File: src/rtl/hilo_muldiv_unit.sv
// rtl/hilo_muldiv_unit.sv - iterative mult/div unit with architectural HI/LO registers
// Shift-add multiply and restoring divide, one bit per cycle; signs applied in FIX.
module hilo_muldiv_unit #(
  parameter int WIDTH = 32
) (
  input  logic             Clk,
  input  logic             Reset,
  input  logic             start,
  input  logic [2:0]       op,
  input  logic [WIDTH-1:0] rs_val,
  input  logic [WIDTH-1:0] rt_val,
  output logic             busy,
  output logic             done,
  output logic [WIDTH-1:0] hi,
  output logic [WIDTH-1:0] lo
);

  typedef enum logic [1:0] {IDLE, PREP, CALC, FIX} state_t;

  localparam int CW = $clog2(WIDTH);

  state_t               state, state_nxt;
  logic [CW-1:0]        cnt;
  logic                 is_div, is_uns, neg_res, neg_rem, div_zero;
  logic [WIDTH-1:0]     a_q, b_q;
  logic [2*WIDTH-1:0]   acc;

  logic                 neg_a, neg_b, last_iter;
  logic [WIDTH-1:0]     mag_a, mag_b, mul_add, quot_fix, rem_fix;
  logic [WIDTH:0]       mul_sum, rem_sh, trial;
  logic [2*WIDTH-1:0]   prod_fix;

  assign busy      = (state != IDLE);
  assign last_iter = (cnt == CW'(WIDTH - 1));

  // In PREP a_q/b_q still hold the raw operands; afterwards they hold magnitudes.
  assign neg_a = ~is_uns & a_q[WIDTH-1];
  assign neg_b = ~is_uns & b_q[WIDTH-1];
  assign mag_a = neg_a ? -a_q : a_q;
  assign mag_b = neg_b ? -b_q : b_q;

  // Multiply: acc = {partial product, remaining multiplier bits}.
  assign mul_add = acc[0] ? a_q : '0;
  assign mul_sum = {1'b0, acc[2*WIDTH-1:WIDTH]} + {1'b0, mul_add};

  // Divide: acc = {partial remainder, dividend bits / quotient bits}.
  assign rem_sh = {acc[2*WIDTH-1:WIDTH], acc[WIDTH-1]};
  assign trial  = rem_sh - {1'b0, b_q};

  assign prod_fix = neg_res ? -acc : acc;
  assign quot_fix = div_zero ? '1 : (neg_res ? -acc[WIDTH-1:0] : acc[WIDTH-1:0]);
  assign rem_fix  = neg_rem ? -acc[2*WIDTH-1:WIDTH] : acc[2*WIDTH-1:WIDTH];

  always_ff @(posedge Clk) begin
    if (Reset) state <= IDLE;
    else       state <= state_nxt;
  end

  always_comb begin
    state_nxt = state;
    case (state)
      IDLE: if (start && !op[2]) state_nxt = PREP;
      PREP: state_nxt = CALC;
      CALC: if (last_iter) state_nxt = FIX;
      FIX:  state_nxt = IDLE;
      default: state_nxt = IDLE;
    endcase
  end

  always_ff @(posedge Clk) begin
    if (Reset) begin
      hi       <= '0;
      lo       <= '0;
      done     <= 1'b0;
      cnt      <= '0;
      acc      <= '0;
      a_q      <= '0;
      b_q      <= '0;
      is_div   <= 1'b0;
      is_uns   <= 1'b0;
      neg_res  <= 1'b0;
      neg_rem  <= 1'b0;
      div_zero <= 1'b0;
    end else begin
      done <= (state == FIX);
      case (state)
        IDLE: begin
          if (start) begin
            case (op)
              3'b100: hi <= rs_val;
              3'b101: lo <= rs_val;
              3'b000, 3'b001, 3'b010, 3'b011: begin
                a_q    <= rs_val;
                b_q    <= rt_val;
                is_div <= op[1];
                is_uns <= op[0];
              end
              default: ;
            endcase
          end
        end
        PREP: begin
          a_q      <= mag_a;
          b_q      <= mag_b;
          neg_res  <= neg_a ^ neg_b;
          neg_rem  <= neg_a;
          div_zero <= is_div && (b_q == '0);
          cnt      <= '0;
          acc      <= is_div ? {{WIDTH{1'b0}}, mag_a} : {{WIDTH{1'b0}}, mag_b};
        end
        CALC: begin
          cnt <= cnt + CW'(1);
          if (!is_div)
            acc <= {mul_sum, acc[WIDTH-1:1]};
          else if (!trial[WIDTH])
            acc <= {trial[WIDTH-1:0], acc[WIDTH-2:0], 1'b1};
          else
            acc <= {rem_sh[WIDTH-1:0], acc[WIDTH-2:0], 1'b0};
        end
        FIX: begin
          if (is_div) begin
            lo <= quot_fix;
            hi <= rem_fix;
          end else begin
            {hi, lo} <= prod_fix;
          end
        end
        default: ;
      endcase
    end
  end

endmodule

File: config.mk
export PLATFORM = sky130hd
export DESIGN_NAME = hilo_muldiv_unit
export DESIGN_NICKNAME = d
export VERILOG_FILES = /design/src/rtl/hilo_muldiv_unit.sv
export SDC_FILE = /design/constraint.sdc
export NUM_CORES = 1
export LEC_CHECK = 0
export CORE_MARGIN = 1
export CORE_UTILIZATION = 25
export CTS_BUF_LIST = sky130_fd_sc_hd__clkbuf_8
export DETAILED_ROUTE_END_ITERATION = 16
export PLACE_DENSITY = 0.46
export SLEW_MARGIN = 20
export SYNTH_ARGS = -nofsm -noshare
export SYNTH_HDL_FRONTEND = slang
export SYNTH_SLANG_ARGS = --single-unit
export TNS_END_PERCENT = 30
File: constraint.sdc
create_clock -name Clk -period 4.44 [get_ports Clk]
set_input_delay 0.666 -clock Clk [delete_from_list [all_inputs] [get_ports Clk]]
set_output_delay 0.666 -clock Clk [all_outputs]
set_load 0.02 [all_outputs]
# After elaboration in Yosys (flattened, before gate mapping)
# Cells that the tools add are included.
[classes]
eq_ne = 15
reduce_logical = 16
bitwise = 4
muxes = 29
add_sub_neg = 8
[op_table]
columns = ["op", "n"]
rows = [
  ["32-bit two-way mux", 17],
  ["32-bit case mux with 2 select lines", 4],
  ["64-bit two-way mux", 3],
  ["32-bit negator", 4],
  ["64-bit case mux with 2 select lines", 1],
  ["64-bit negator", 1],
  ["32-bit by 32-bit adder with 33-bit output", 1],
  ["33-bit by 32-bit subtractor with 33-bit output", 1],
  ["32-bit logical NOT", 1],
  ["3-bit AND reduction", 4],
  ["5-bit case mux with 2 select lines", 1],
  ["2-bit != test (second input constant)", 4],
  ["2-bit case mux with 4 select lines", 1],
  ["2-bit nonzero test", 4],
  ["3-bit by 2-bit == test with 1-bit output (second input constant)", 2],
  ["3-bit == test (second input constant)", 2],
  ["5-bit by 1-bit adder with 5-bit output (second input constant)", 1],
  ["5-bit == test (second input constant)", 1],
  ["2-bit == test (second input constant)", 2],
  ["2-bit two-way mux", 2],
  ["2-bit by 1-bit != test with 1-bit output (second input constant)", 2],
  ["4-bit OR reduction", 1],
  ["3-bit by 1-bit == test with 1-bit output (second input constant)", 1],
  ["3-bit logical NOT", 1],
  ["other kinds (8)", 10],
]
[totals]
register_bits = 205
out_inout_bits = 66
wordCells = 85
input_bits = 70

# Depth between registers and ports, before layout
[logic_depth]
ltp_word = 5
mapped_depth = 16
depth_no_buf = 14

# Worst setup path after synthesis
# Ideal clock, no wire load.
[synth_timing]
path_type = "flip-flop to flip-flop"
start = "register acc[0]"
end = "register acc[63]"
period_less_slack_ns = 3.308
setup_slack_ns = 1.132
arrival_ns = 3.238
path_buffers = 2
setup_time_ns = 0.070
stages_incl_launch_ff = 17
required_time_ns = 4.370
path_cell_list = "dfxtp_1 clkbuf_1 clkbuf_1 inv_1 nor2_1 ha_1 inv_1 fa_1 inv_1 a21o_1 a221o_1 a2111oi_0 or4_1 a41o_1 o31ai_1 o31ai_1 a21oi_1"
[synth_via]
elab_chain_cells = 4
[synth_rtl]
columns = ["item", "line_no", "rtl"]
rows = [
  ["start, declared", "26", "logic [2*WIDTH-1:0] acc;"],
  ["start signal, assigned", "109", "acc <= is_div ? {{WIDTH{1'b0}}, mag_a} : {{WIDTH{1'b0}}, mag_b};"],
  ["start signal, assigned", "114", "acc <= {mul_sum, acc[WIDTH-1:1]};"],
  ["start signal, assigned", "116", "acc <= {trial[WIDTH-1:0], acc[WIDTH-2:0], 1'b1};"],
  ["32-bit two-way mux", "43", "assign mul_add = acc[0] ? a_q : '0;"],
  ["32-bit by 32-bit adder with 33-bit output", "44", "assign mul_sum = {1'b0, acc[2*WIDTH-1:WIDTH]} + {1'b0, mul_add};"],
  ["64-bit two-way mux", "113", "if (!is_div)"],
  ["64-bit case mux with 2 select lines", "86", "case (state)"],
]
# Every way passes these cells.
# A chain may end at the register's enable or synchronous reset.

# Final worst setup path
[layout_timing]
start = "register acc[31]"
end = "register acc[39]"
[layout_via]
elab_chain_cells = 4
[layout_rtl]
columns = ["item", "line_no", "rtl"]
rows = [
  ["33-bit by 32-bit subtractor with 33-bit output", "48", "assign trial = rem_sh - {1'b0, b_q};"],
  ["64-bit two-way mux", "115", "else if (!trial[WIDTH])"],
  ["64-bit two-way mux", "113", ""],
  ["64-bit case mux with 2 select lines", "86", ""],
]
# Every way passes these cells.

==> flow_metrics.tcl <==
set metrics [dict create \
    required_ns 4.95 \
    synth_cell_type_count 79 \
    period_minus_slack_ns 3.63 \
    yosysSeqAreaShare 0.251 \
    grt_pass1_wl_um 108000 \
    path_max_fanout 8 \
    vdd_ir_drop_max_mv 0.384 \
    initial_core_util 0.253 \
    p_per_area_nw_per_um2 571 \
    rsz0062_at_grt "no" \
    layout.nets 2428 \
    yosysWarnings 0 \
    drt_iter0_drc 1554 \
    p_comb_frac 0.577 \
    cp_slowest_stage_delay_ns 0.45 \
    io_pins 136 \
    syn_inst 2203 \
    crit_path_end_kind "register" \
    vias_per_cell 5.44 \
    drtPass1Iterations 6 \
    final-hold-violation-count 0 \
    overflow 0 \
    synth_seq_cells 205 \
    grt_start_max_net_pins 121 \
    die-height_um 258 \
    postCtsHoldBufs 0 \
    clk_pin_slew_ns 0.06 \
    place.gp.congestion 0.920 \
    synth_nets 2350 \
    status "finished, final reports clean" \
    path_cells "inv_1 > ha_1 > fa_1 > nand2b_1 > a21oi_1 > o21ai_0 > a21oi_1 > o41a_1 > and2_1 > buf_4 > mux2i_1 > a21oi_1 > a21o_1" \
    post_cts_resized 0 \
    htreeDepth 2 \
    netSwitchingPower_w 0.00558 \
    setup_violations 0 \
    num_vias 17243 \
    critPathLaunchType "register" \
    rows 93 \
    total_power_w 0.0111 \
    cts_inserted_buffers 43 \
    critPathSlowestCell "dfxtp_1" \
    root_buffer "clkbuf_8" \
    switching_share 0.501 \
    place_inst 3091 \
    worstSetupStartpoint "acc[31]$_SDFFE_PP0P_" \
    die_w_um 258 \
    antenna_found_initial 2 \
    postCtsSetupBuffers 0 \
    wire_per_inst_um 23.0 \
    avgSynthCellArea_um2 7.42 \
    period_share 0.816 \
    drc_errors 0 \
    p_leak_nw 7.35 \
    slew_viol_final 0 \
    cts_buffer_depth 3 \
    crit_top_cell "a21oi_1" \
    synth_edf_count 0 \
    async_reset_ff_frac 0 \
    setup-tns-final_ns 0 \
    drive_above_1_share 0.0723 \
    ys_dominant_reg_cell "dfxtp_1" \
    grt.total_usage 0.215 \
    n_fill_cell 6952 \
    finalClockSkew_ns 0.0359 \
    worstMarginPinSlew_ns 1.00 \
    coreArea_um2 64600 \
    crit_arrival_ns 4.13 \
    min_path_type "register to register" \
    placed_cell_area_um2 18600 \
    endpoint "acc[39]$_SDFFE_PP0P_" \
    pwr-share-clk 0.190 \
    dpl.hpwl_um 55700 \
    reg2reg_to "acc[39]$_SDFFE_PP0P_" \
    regToRegSetupSlack_ns 0.81 \
    cap_viol_max_count 0 \
    finalInstanceArea_um2 19500 \
    layout.cells.non_filler 3169 \
    clkSinkCount 205 \
    synthesis.area_um2 16400 \
    worst_skew_pair.late_latency_ns 0.64 \
    seqPwrFrac 0.233 \
    power.internal_w 0.00556 \
    die-area_um2 66500 \
    slew_headroom 0.332 \
    reg2reg_from "acc[31]$_SDFFE_PP0P_" \
    antenna_left 0 \
    wirelength_um 72900 \
    grt_pass1_vias 16008 \
    critical_path_class "register to register" \
    cts_tree "yes" \
    port-buffer-count 135 \
    r2r.worst_path.cells 13 \
    fmax_mhz 276 \
    area_delta_synth_final_pct 19.3 \
]
-- cells in the final DEF, fill, tap and decap left out, drive strengths merged, types with 10 or more instances in the layout --
master,instances
o31ai,30
mux4,17
nor4,19
nor2,302
clkbuf,50
o221ai,21
clkdlybuf4s50,134
buf,51
nor3,55
a211oi,62
or2,11
nand2b,31
dfxtp,205
o21ai,133
a22oi,26
o21a,15
a21oi,235
or4,17
xnor2,118
nand4,10
nand3,30
and3,11
nand2,176
a31oi,28
xor2,49
a21o,28
or3,21
and2,37
o21bai,10
mux2i,53
o211ai,17
o41ai,12
ha,75
inv,94
-- critical path: cells and delay by family, from the launching register on --
| family | cells | cell delay [ns] |
|---|---|---|
| AOI/OAI and AO/OA | 6 | 1.19 |
| DFF | 1 | 0.45 |
| buffers and inverters | 2 | 0.39 |
| muxes | 1 | 0.21 |
| and+or+nand+nor | 2 | 0.58 |
| adders and majority gates | 2 | 0.66 |
-- cell type report --
cell class | count | area, um2 | area share
multi-input cells | 1769 | 11400 | 0.587
flip-flops and latches | 205 | 4100 | 0.210
repair buffers | 185 | 1740 | 0.0892
well taps | 855 | 1070 | 0.0548
clock buffers | 50 | 688 | 0.0353
inverters | 77 | 289 | 0.0148
clock inverters | 25 | 163 | 0.00834
diodes | 3 | 7.51 | 0.000385
-- cells in the mapped netlist (all sizes together), types with 37 or more instances --
master  instances  area (um2)
clkbuf        136         510
nor3           55         275
nand2         176         661
and2           37         231
xnor2         118        1030
xor2           49         429
dfxtp         205        4100
a211oi         62         465
ha             75         938
inv            75         282
o21ai         133         669
nor2          302        1130
mux2i          53         531
a21oi         235        1180
-- power groups by stage --
stage	Sequential (W)	Combinational (W)	Clock [W]
2_1_floorplan	0.00247	0.00425	0
4_1_cts	0.00258	0.00636	0.00218
3_3_place_gp	0.00262	0.00632	0
5_1_grt	0.00264	0.00696	0.00225
6_report	0.00260	0.00643	0.00212
3_5_place_dp	0.00262	0.00633	0
-- state kept, by name, indices dropped and copies added (netlist names) --
signal / flops
a_q: 32
acc: 64
b_q: 32
cnt: 5
div_zero: 1
done: 1
hi: 32
is_div: 1
is_uns: 1
lo: 32
neg_rem: 1
neg_res: 1
state: 2
-- through the flow --
step / hold slack [ns] / setup WS (ns) / util
floorplan: 0.432 / 1.13 / -
global placement: 0.445 / 0.865 / 0.289
detailed placement: 0.449 / 0.823 / 0.289
CTS: 0.424 / 0.769 / 0.302
global route: 0.478 / 0.569 / 0.302
finish: 0.452 / 0.815 / 0.302
-- cells by family after synthesis --
kind of cell / after synthesis / synth area share
flops: 205 / 0.251
simple gates: 747 / 0.211
xor+xnor: 167 / 0.0894
compound gates: 700 / 0.274
mux: 78 / 0.0614
fa+ha+maj: 77 / 0.0598
buf+inv: 229 / 0.0531
-- metal layers --
layer | share of wire | wire, um | GRT usage
met5 | 0.00018 | 13 | 0
met4 | 0.033 | 2380 | 0.0740
met3 | 0.071 | 5150 | 0.0339
met2 | 0.43 | 31500 | 0.327
met1 | 0.46 | 33900 | 0.305
-- how the worst min path moves through the flow --
stage | start | depth (start not counted) | slack (ns) | endpoint
3_3_place_gp | lo[14]$_SDFFE_PP0P_ | 2 | 0.44 | lo[14]$_SDFFE_PP0P_
6_report | lo[24]$_SDFFE_PP0P_ | 2 | 0.45 | lo[24]$_SDFFE_PP0P_
5_1_grt | lo[10]$_SDFFE_PP0P_ | 2 | 0.48 | lo[10]$_SDFFE_PP0P_
3_5_place_dp | lo[30]$_SDFFE_PP0P_ | 2 | 0.45 | lo[30]$_SDFFE_PP0P_
2_1_floorplan | div_zero$_SDFFE_PP0P_ | 2 | 0.43 | div_zero$_SDFFE_PP0P_
4_1_cts | Reset | 2 | 0.42 | hi[9]$_SDFFE_PP0P_
No activity file was read; power rests on OpenSTA's default activity.
